`src/rtl/tap_generator_pkg.sv`:
```
`default_nettype none
// ============================================================================
// Module     : tap_generator_pkg
// Description: Shared definitions for the tap generator: debounce FSM state
//              encoding and the width of the emitted-tap counter.
// Revision   : 1.0 - initial release
// ============================================================================
package tap_generator_pkg;

    // Width of the tap counter presented on tap_count.
    localparam int TAP_COUNT_W = 8;

    // Debounce FSM encoding (2 bits, fixed values).
    localparam logic [1:0] c_ST_IDLE         = 2'd0;
    localparam logic [1:0] c_ST_PRESS_WAIT   = 2'd1;
    localparam logic [1:0] c_ST_HELD         = 2'd2;
    localparam logic [1:0] c_ST_RELEASE_WAIT = 2'd3;

    typedef enum logic [1:0] {
        IDLE         = c_ST_IDLE,
        PRESS_WAIT   = c_ST_PRESS_WAIT,
        HELD         = c_ST_HELD,
        RELEASE_WAIT = c_ST_RELEASE_WAIT
    } deb_state_t;

endpackage
`default_nettype wire

```
`src/rtl/tap_generator_key_debouncer.sv`:
```
`default_nettype none
// ============================================================================
// Module     : key_debouncer
// Description: Two-flop synchronizer for a raw active-low pushbutton followed
//              by a four-state debounce FSM with a saturating stability
//              counter. A level change is accepted only after DEBOUNCE_CYCLES
//              consecutive samples at the new level (counted after the sample
//              that left the stable state).
// Ports      : clk, rst          - clock, asynchronous active-high reset
//              i_key_n           - raw pushbutton, active low, asynchronous
//              o_key_level       - debounced key state, 1 = pressed
//              o_accept          - combinational: press accepted this edge
//              o_held            - FSM currently in HELD
//              o_held_enter      - combinational: FSM enters HELD this edge
// Revision   : 1.0 - initial release
// ============================================================================
module key_debouncer
    import tap_generator_pkg::*;
#(
    parameter int DEBOUNCE_CYCLES = 50000,
    parameter int CNT_W           = 16
) (
    input  logic clk,
    input  logic rst,
    input  logic i_key_n,
    output logic o_key_level,
    output logic o_accept,
    output logic o_held,
    output logic o_held_enter
);

    // Terminal count: the edge on which the last required stable sample is seen.
    localparam logic [CNT_W-1:0] c_CNT_LAST = CNT_W'(DEBOUNCE_CYCLES - 1);
    localparam logic [CNT_W-1:0] c_CNT_ONE  = CNT_W'(1);

    // Synchronizer flops hold the raw (active-low) level; reset = released.
    logic r_sync1;
    logic r_sync2;
    logic w_pressed;

    deb_state_t       r_state;
    deb_state_t       w_state_next;
    logic [CNT_W-1:0] r_cnt;
    logic [CNT_W-1:0] w_cnt_next;
    logic             r_key_level;
    logic             w_key_level_next;
    logic             w_accept;
    logic             w_held_enter;

    always_ff @(posedge clk or posedge rst) begin
        if (rst) begin
            r_sync1 <= 1'b1;
            r_sync2 <= 1'b1;
        end else begin
            r_sync1 <= i_key_n;
            r_sync2 <= r_sync1;
        end
    end

    assign w_pressed = ~r_sync2;

    always_ff @(posedge clk or posedge rst) begin
        if (rst) begin
            r_state     <= IDLE;
            r_cnt       <= '0;
            r_key_level <= 1'b0;
        end else begin
            r_state     <= w_state_next;
            r_cnt       <= w_cnt_next;
            r_key_level <= w_key_level_next;
        end
    end

    // The counter is only non-zero in the two WAIT states; every transition
    // loads zero so each state is entered with a fresh count, and any sample
    // that breaks stability leaves the WAIT state with the count cleared.
    always_comb begin
        w_state_next     = r_state;
        w_cnt_next       = r_cnt;
        w_key_level_next = r_key_level;
        w_accept         = 1'b0;
        w_held_enter     = 1'b0;
        case (r_state)
            IDLE: begin
                if (w_pressed) begin
                    w_state_next = PRESS_WAIT;
                    w_cnt_next   = '0;
                end
            end
            PRESS_WAIT: begin
                if (!w_pressed) begin
                    w_state_next = IDLE;
                    w_cnt_next   = '0;
                end else if (r_cnt == c_CNT_LAST) begin
                    w_state_next     = HELD;
                    w_cnt_next       = '0;
                    w_key_level_next = 1'b1;
                    w_accept         = 1'b1;
                    w_held_enter     = 1'b1;
                end else begin
                    w_cnt_next = r_cnt + c_CNT_ONE;
                end
            end
            HELD: begin
                if (!w_pressed) begin
                    w_state_next = RELEASE_WAIT;
                    w_cnt_next   = '0;
                end
            end
            RELEASE_WAIT: begin
                if (w_pressed) begin
                    w_state_next = HELD;
                    w_cnt_next   = '0;
                    w_held_enter = 1'b1;
                end else if (r_cnt == c_CNT_LAST) begin
                    w_state_next     = IDLE;
                    w_cnt_next       = '0;
                    w_key_level_next = 1'b0;
                end else begin
                    w_cnt_next = r_cnt + c_CNT_ONE;
                end
            end
            default: begin
                w_state_next = IDLE;
                w_cnt_next   = '0;
            end
        endcase
    end

    assign o_key_level  = r_key_level;
    assign o_accept     = w_accept;
    assign o_held       = (r_state == HELD);
    assign o_held_enter = w_held_enter;

endmodule
`default_nettype wire

```
`src/rtl/tap_generator.sv`:
```
`default_nettype none
// ============================================================================
// Module     : tap_generator
// Description: Turns a bouncy active-low pushbutton into single-cycle tap
//              pulses aligned to the game tick. An accepted press marks a tap
//              pending; the next game_tick (including one on the accept edge)
//              emits it. Presses accepted between ticks coalesce.
// Config     : TAP_AUTO_REPEAT_EN - when defined, a held key re-arms a tap
//              every REPEAT_TICKS game ticks (counted since the last tap
//              while HELD; cleared on entering HELD).
// Ports      : clock, reset  - system clock, asynchronous active-high reset
//              key_n         - raw pushbutton, active low, asynchronous
//              game_tick     - one-cycle game update strobe
//              tap           - registered one-cycle tap pulse
//              key_level     - debounced key state, 1 = pressed
//              tap_count     - number of taps emitted (wraps)
// Revision   : 1.0 - initial release
// ============================================================================
module tap_generator
    import tap_generator_pkg::*;
#(
    parameter int DEBOUNCE_CYCLES = 50000,
    parameter int CNT_W           = 16,
    parameter int REPEAT_TICKS    = 8
) (
    input  logic                   clock,
    input  logic                   reset,
    input  logic                   key_n,
    input  logic                   game_tick,
    output logic                   tap,
    output logic                   key_level,
    output logic [TAP_COUNT_W-1:0] tap_count
);

    logic                   w_accept;
    logic                   w_held;
    logic                   w_held_enter;
    logic                   w_fire;
    logic                   w_set;
    logic                   w_emit;
    logic                   r_pending;
    logic                   r_tap;
    logic [TAP_COUNT_W-1:0] r_tap_count;

    key_debouncer #(
        .DEBOUNCE_CYCLES (DEBOUNCE_CYCLES),
        .CNT_W           (CNT_W)
    ) u_key_debouncer (
        .clk          (clock),
        .rst          (reset),
        .i_key_n      (key_n),
        .o_key_level  (key_level),
        .o_accept     (w_accept),
        .o_held       (w_held),
        .o_held_enter (w_held_enter)
    );

`ifdef TAP_AUTO_REPEAT_EN
    localparam int                c_REP_W    = (REPEAT_TICKS > 1) ? $clog2(REPEAT_TICKS) : 1;
    localparam logic [c_REP_W-1:0] c_REP_LAST = c_REP_W'(REPEAT_TICKS - 1);

    // Counts game ticks spent in HELD since the last emitted tap; the tick
    // that reaches the terminal count re-arms a tap on the same edge.
    logic [c_REP_W-1:0] r_rep_cnt;

    assign w_fire = w_held & game_tick & (r_rep_cnt == c_REP_LAST);

    always_ff @(posedge clock or posedge reset) begin
        if (reset) begin
            r_rep_cnt <= '0;
        end else if (w_held_enter) begin
            r_rep_cnt <= '0;
        end else if (w_held && game_tick) begin
            r_rep_cnt <= w_emit ? '0 : (r_rep_cnt + c_REP_W'(1));
        end
    end
`else
    localparam int c_unused_repeat_ticks = REPEAT_TICKS;
    logic          w_unused_held;

    assign w_fire        = 1'b0;
    assign w_unused_held = w_held ^ w_held_enter;
`endif

    // A request raised on this edge is visible to the same game_tick.
    assign w_set  = w_accept | w_fire;
    assign w_emit = game_tick & (r_pending | w_set);

    always_ff @(posedge clock or posedge reset) begin
        if (reset) begin
            r_pending   <= 1'b0;
            r_tap       <= 1'b0;
            r_tap_count <= '0;
        end else begin
            r_tap <= w_emit;
            if (w_emit) begin
                r_pending   <= 1'b0;
                r_tap_count <= r_tap_count + TAP_COUNT_W'(1);
            end else if (w_set) begin
                r_pending <= 1'b1;
            end
        end
    end

    assign tap       = r_tap;
    assign tap_count = r_tap_count;

endmodule
`default_nettype wire

```
`config.mk`:
```
export PLATFORM = sky130hd
export DESIGN_NAME = tap_generator
export DESIGN_NICKNAME = d
export VERILOG_FILES = /design/src/rtl/tap_generator_pkg.sv /design/src/rtl/tap_generator_key_debouncer.sv /design/src/rtl/tap_generator.sv
export SDC_FILE = /design/constraint.sdc
export NUM_CORES = 1
export LEC_CHECK = 0
export ABC_AREA = 1
export BUFFER_PORTS_ARGS = -buffer_cell sky130_fd_sc_hd__buf_2
export CORE_ASPECT_RATIO = 0.8
export CORE_MARGIN = 4
export CORE_UTILIZATION = 61
export DETAILED_ROUTE_END_ITERATION = 7
export PLACE_DENSITY = 0.81
export SYNTH_ARGS = -nofsm -noshare
export SYNTH_HDL_FRONTEND = slang
export SYNTH_HIERARCHICAL = 1
export SYNTH_SLANG_ARGS = --single-unit
```
`constraint.sdc`:
```
create_clock -name clock -period 3.28 [get_ports clock]
set_input_delay 0.492 -clock clock [delete_from_list [all_inputs] [get_ports clock]]
set_output_delay 0.492 -clock clock [all_outputs]
set_load 0.02 [all_outputs]
```
==> summary.md <==
| Metric | Value |
|---|---|
| Detail Route Antenna Nets | `0` |
| Share of layout cells above drive strength 1 | `20.9%` |
| Avg Inst Size Synth | `7.70 µm²` |
| Routability congestion estimate | `0.887` |
| Delay-heaviest family, CP | `simple AND/OR/NAND/NOR gates` |
| Final min period | `2.10 ns` |
| Syn Std Cell Area | `0.00186 mm²` |
| Max Cap Viol | `0` |
| CP bufs+invs | `2` |
| Leak | `0.986 nW` |
| Initial Utilization | `65.6%` |
| Mapped Cells | `241` |
| Clk Latency, worst-skew pair | `0.29 ns` |
| Setup violators final | `0` |
| Power Density | `365 mW/mm²` |
| Area after DPL | `0.00194 mm²` |
| Via count | `1,475` |
| Max Fclk | `0.476 GHz` |
| DR iter-0 viols | `99` |
| Placed cell count | `288` |
| Crit path arrival time | `2.29 ns` |
| Area growth syn-to-layout | `8.83%` |
| Final Cell Area | `0.00202 mm²` |
| H-tree Lvls | `2` |
| Number of inserted diodes | `0` |
| Most frequent CP cell | `nor2_4` |
| Critical path peak fanout | `12` |
| Clock buffer depth | `2` |
| Setup crit end kind | `flip-flop` |
| Pre-antenna DRT Iters | `4` |
| Die area | `0.00400 mm²` |
| Core Footprint | `0.00283 mm²` |
| Result of the run | `complete, no violations` |
| Total GRT Usage | `19.9%` |
| RSZ-0062 raised after global routing | `false` |
| Worst vdd ir | `287 µV` |
| Wire per inst | `12.1 µm` |
| Vias/cell | `4.98` |
| Number of port buffers | `13` |
| Root buffer cell | `clkbuf_8` |
| Gr ovfl total | `0` |
| Die W | `69.7 µm` |
| Syn Nets | `247` |
| Critical-path top delay cell | `dfrtp_1` |
| Pins over their slew limit | `0` |
| Worst slew pin tran | `0.823 ns` |
| First-pass GRT wire length | `6.13 mm` |
| FP Rows | `17` |
| Clock-pin slew on the worst setup and hold paths | `0.06 ns` |
| Largest net degree at the start of global routing | `22` |
| Setup bufs post-CTS | `0` |
| WL final | `3.59 mm` |
| Crit-path max cell delay | `0.42 ns` |
| Post-DP HPWL | `2.69 mm` |
| Die Span Y | `57.3 µm` |
| Final hold violations | `0` |
| Worst path cell trace | `ha_1, nand2_2, nor2_4, inv_1, nor2_1, nand3_1, nor2_1, nor2_4, nor2_4, nand4_1, nand2_1, inv_1` |
| TritonCTS buffer count | `5` |
| Post-CTS resize count | `0` |
| Crit path kind | `flip-flop to flip-flop` |
| CTS tree | `done` |
| CTS sink count | `31` |
| Startpoint type of the worst setup path | `flip-flop` |
| Number of global-route vias before repair | `1,286` |
| Rel. slew slack | `45.1%` |
| Layout Skew | `0.00391 ns` |
| Residual DRC | `0` |
| Final #Nets | `263` |
| Synth Warn # | `6` |
| Final Non-Filler Cells | `296` |
| Final worst-path cycle share | `64.1%` |
| I/O pin count | `14` |
| Crit path required time | `3.46 ns` |
| HP Class | `primary input to asynchronous set/reset pin` |
| Filler instances | `222` |
| Initial antenna violation count | `0` |
| Total negative slack | `0 ns` |
| CTS Hold Buffers Added | `0` |
-- registers in the layout (all words and copies together) (netlist names), named ones only --
signal,count
tap_count,8
u_key_debouncer/r_sync2,1
r_pending,1
u_key_debouncer/r_state,1
u_key_debouncer/r_cnt,16
u_key_debouncer/o_key_level,1
tap,1
u_key_debouncer/r_sync1,1
-- where the power goes --
part / total (mW) / switching (mW) / internal, mW
clock: 0.288 / 0.143 / 0.145
combinational: 0.0474 / 0.0338 / 0.0135
sequential: 0.402 / 0.0101 / 0.392
-- routing by layer --
| metal | vias up | global-route usage (%) | routed length [µm] |
|---|---|---|---|
| met3 | 3 | 4.75 | 223 |
| met2 | 28 | 26.2 | 1460 |
| met4 | 0 | 7.65 | 26 |
| met1 | 656 | 31.1 | 1880 |
| met5 | - | 0 | 0 |
| li1 | 788 | - | - |
-- final timing paths --
kind	start	end	slack (ns)	depth (start not counted)
min	reset	tap_count[4]$_DFFE_PP0P_	0.19	2
min reg2reg	u_key_debouncer/r_sync1$_DFF_PP1_	u_key_debouncer/r_sync2$_DFF_PP1_	0.36	0
min in group clock	key_n	u_key_debouncer/r_sync1$_DFF_PP1_	0.30	1
max	u_key_debouncer/r_cnt[0]$_DFFE_PP0P_	tap_count[5]$_DFFE_PP0P_	1.18	12
max in group asynchronous	reset	u_key_debouncer/r_cnt[10]$_DFFE_PP0P_	2.39	2
max reg2reg	u_key_debouncer/r_cnt[0]$_DFFE_PP0P_	tap_count[5]$_DFFE_PP0P_	1.18	12
-- layout by cell type, fill, tap and decap left out, types with 3 or more instances in the layout --
| cell | n |
|---|---|
| nand2_1 | 76 |
| inv_1 | 31 |
| dfrtp_1 | 29 |
| nor2_1 | 25 |
| buf_2 | 13 |
| nand3_1 | 12 |
| nand3_2 | 9 |
| nand2_2 | 8 |
| nand4_1 | 7 |
| o21ai_0 | 7 |
| nor2_4 | 6 |
| clkbuf_8 | 5 |
| xor2_1 | 4 |
| o21bai_1 | 4 |
| nor2_2 | 3 |
| clkinv_2 | 3 |
| o22ai_1 | 3 |
-- cell type report --
| type | count | area, µm² | share of cell area, % |
|---|---|---|---|
| timing repair buffer | 13 | 65.1 | 3.22 |
| multi-input combinational | 173 | 922 | 45.6 |
| clock buffer | 5 | 68.8 | 3.41 |
| sequential | 31 | 778 | 38.5 |
| inverter | 33 | 124 | 6.13 |
| tap | 38 | 47.5 | 2.35 |
| clock inverter | 3 | 15.0 | 0.743 |
-- per-stage QoR --
stage               power, mW  utilization (%)  setup WS [ns]  hold slack, ns
floorplan               0.441                -           1.43           0.332
global placement        0.455             68.5           1.27           0.352
detailed placement      0.456             68.5           1.17           0.348
CTS                     0.748             71.4           1.16           0.198
global route            0.772             71.4          0.951           0.231
finish                  0.737             71.4           1.18           0.194
Power figures use the tool's default switching activity.
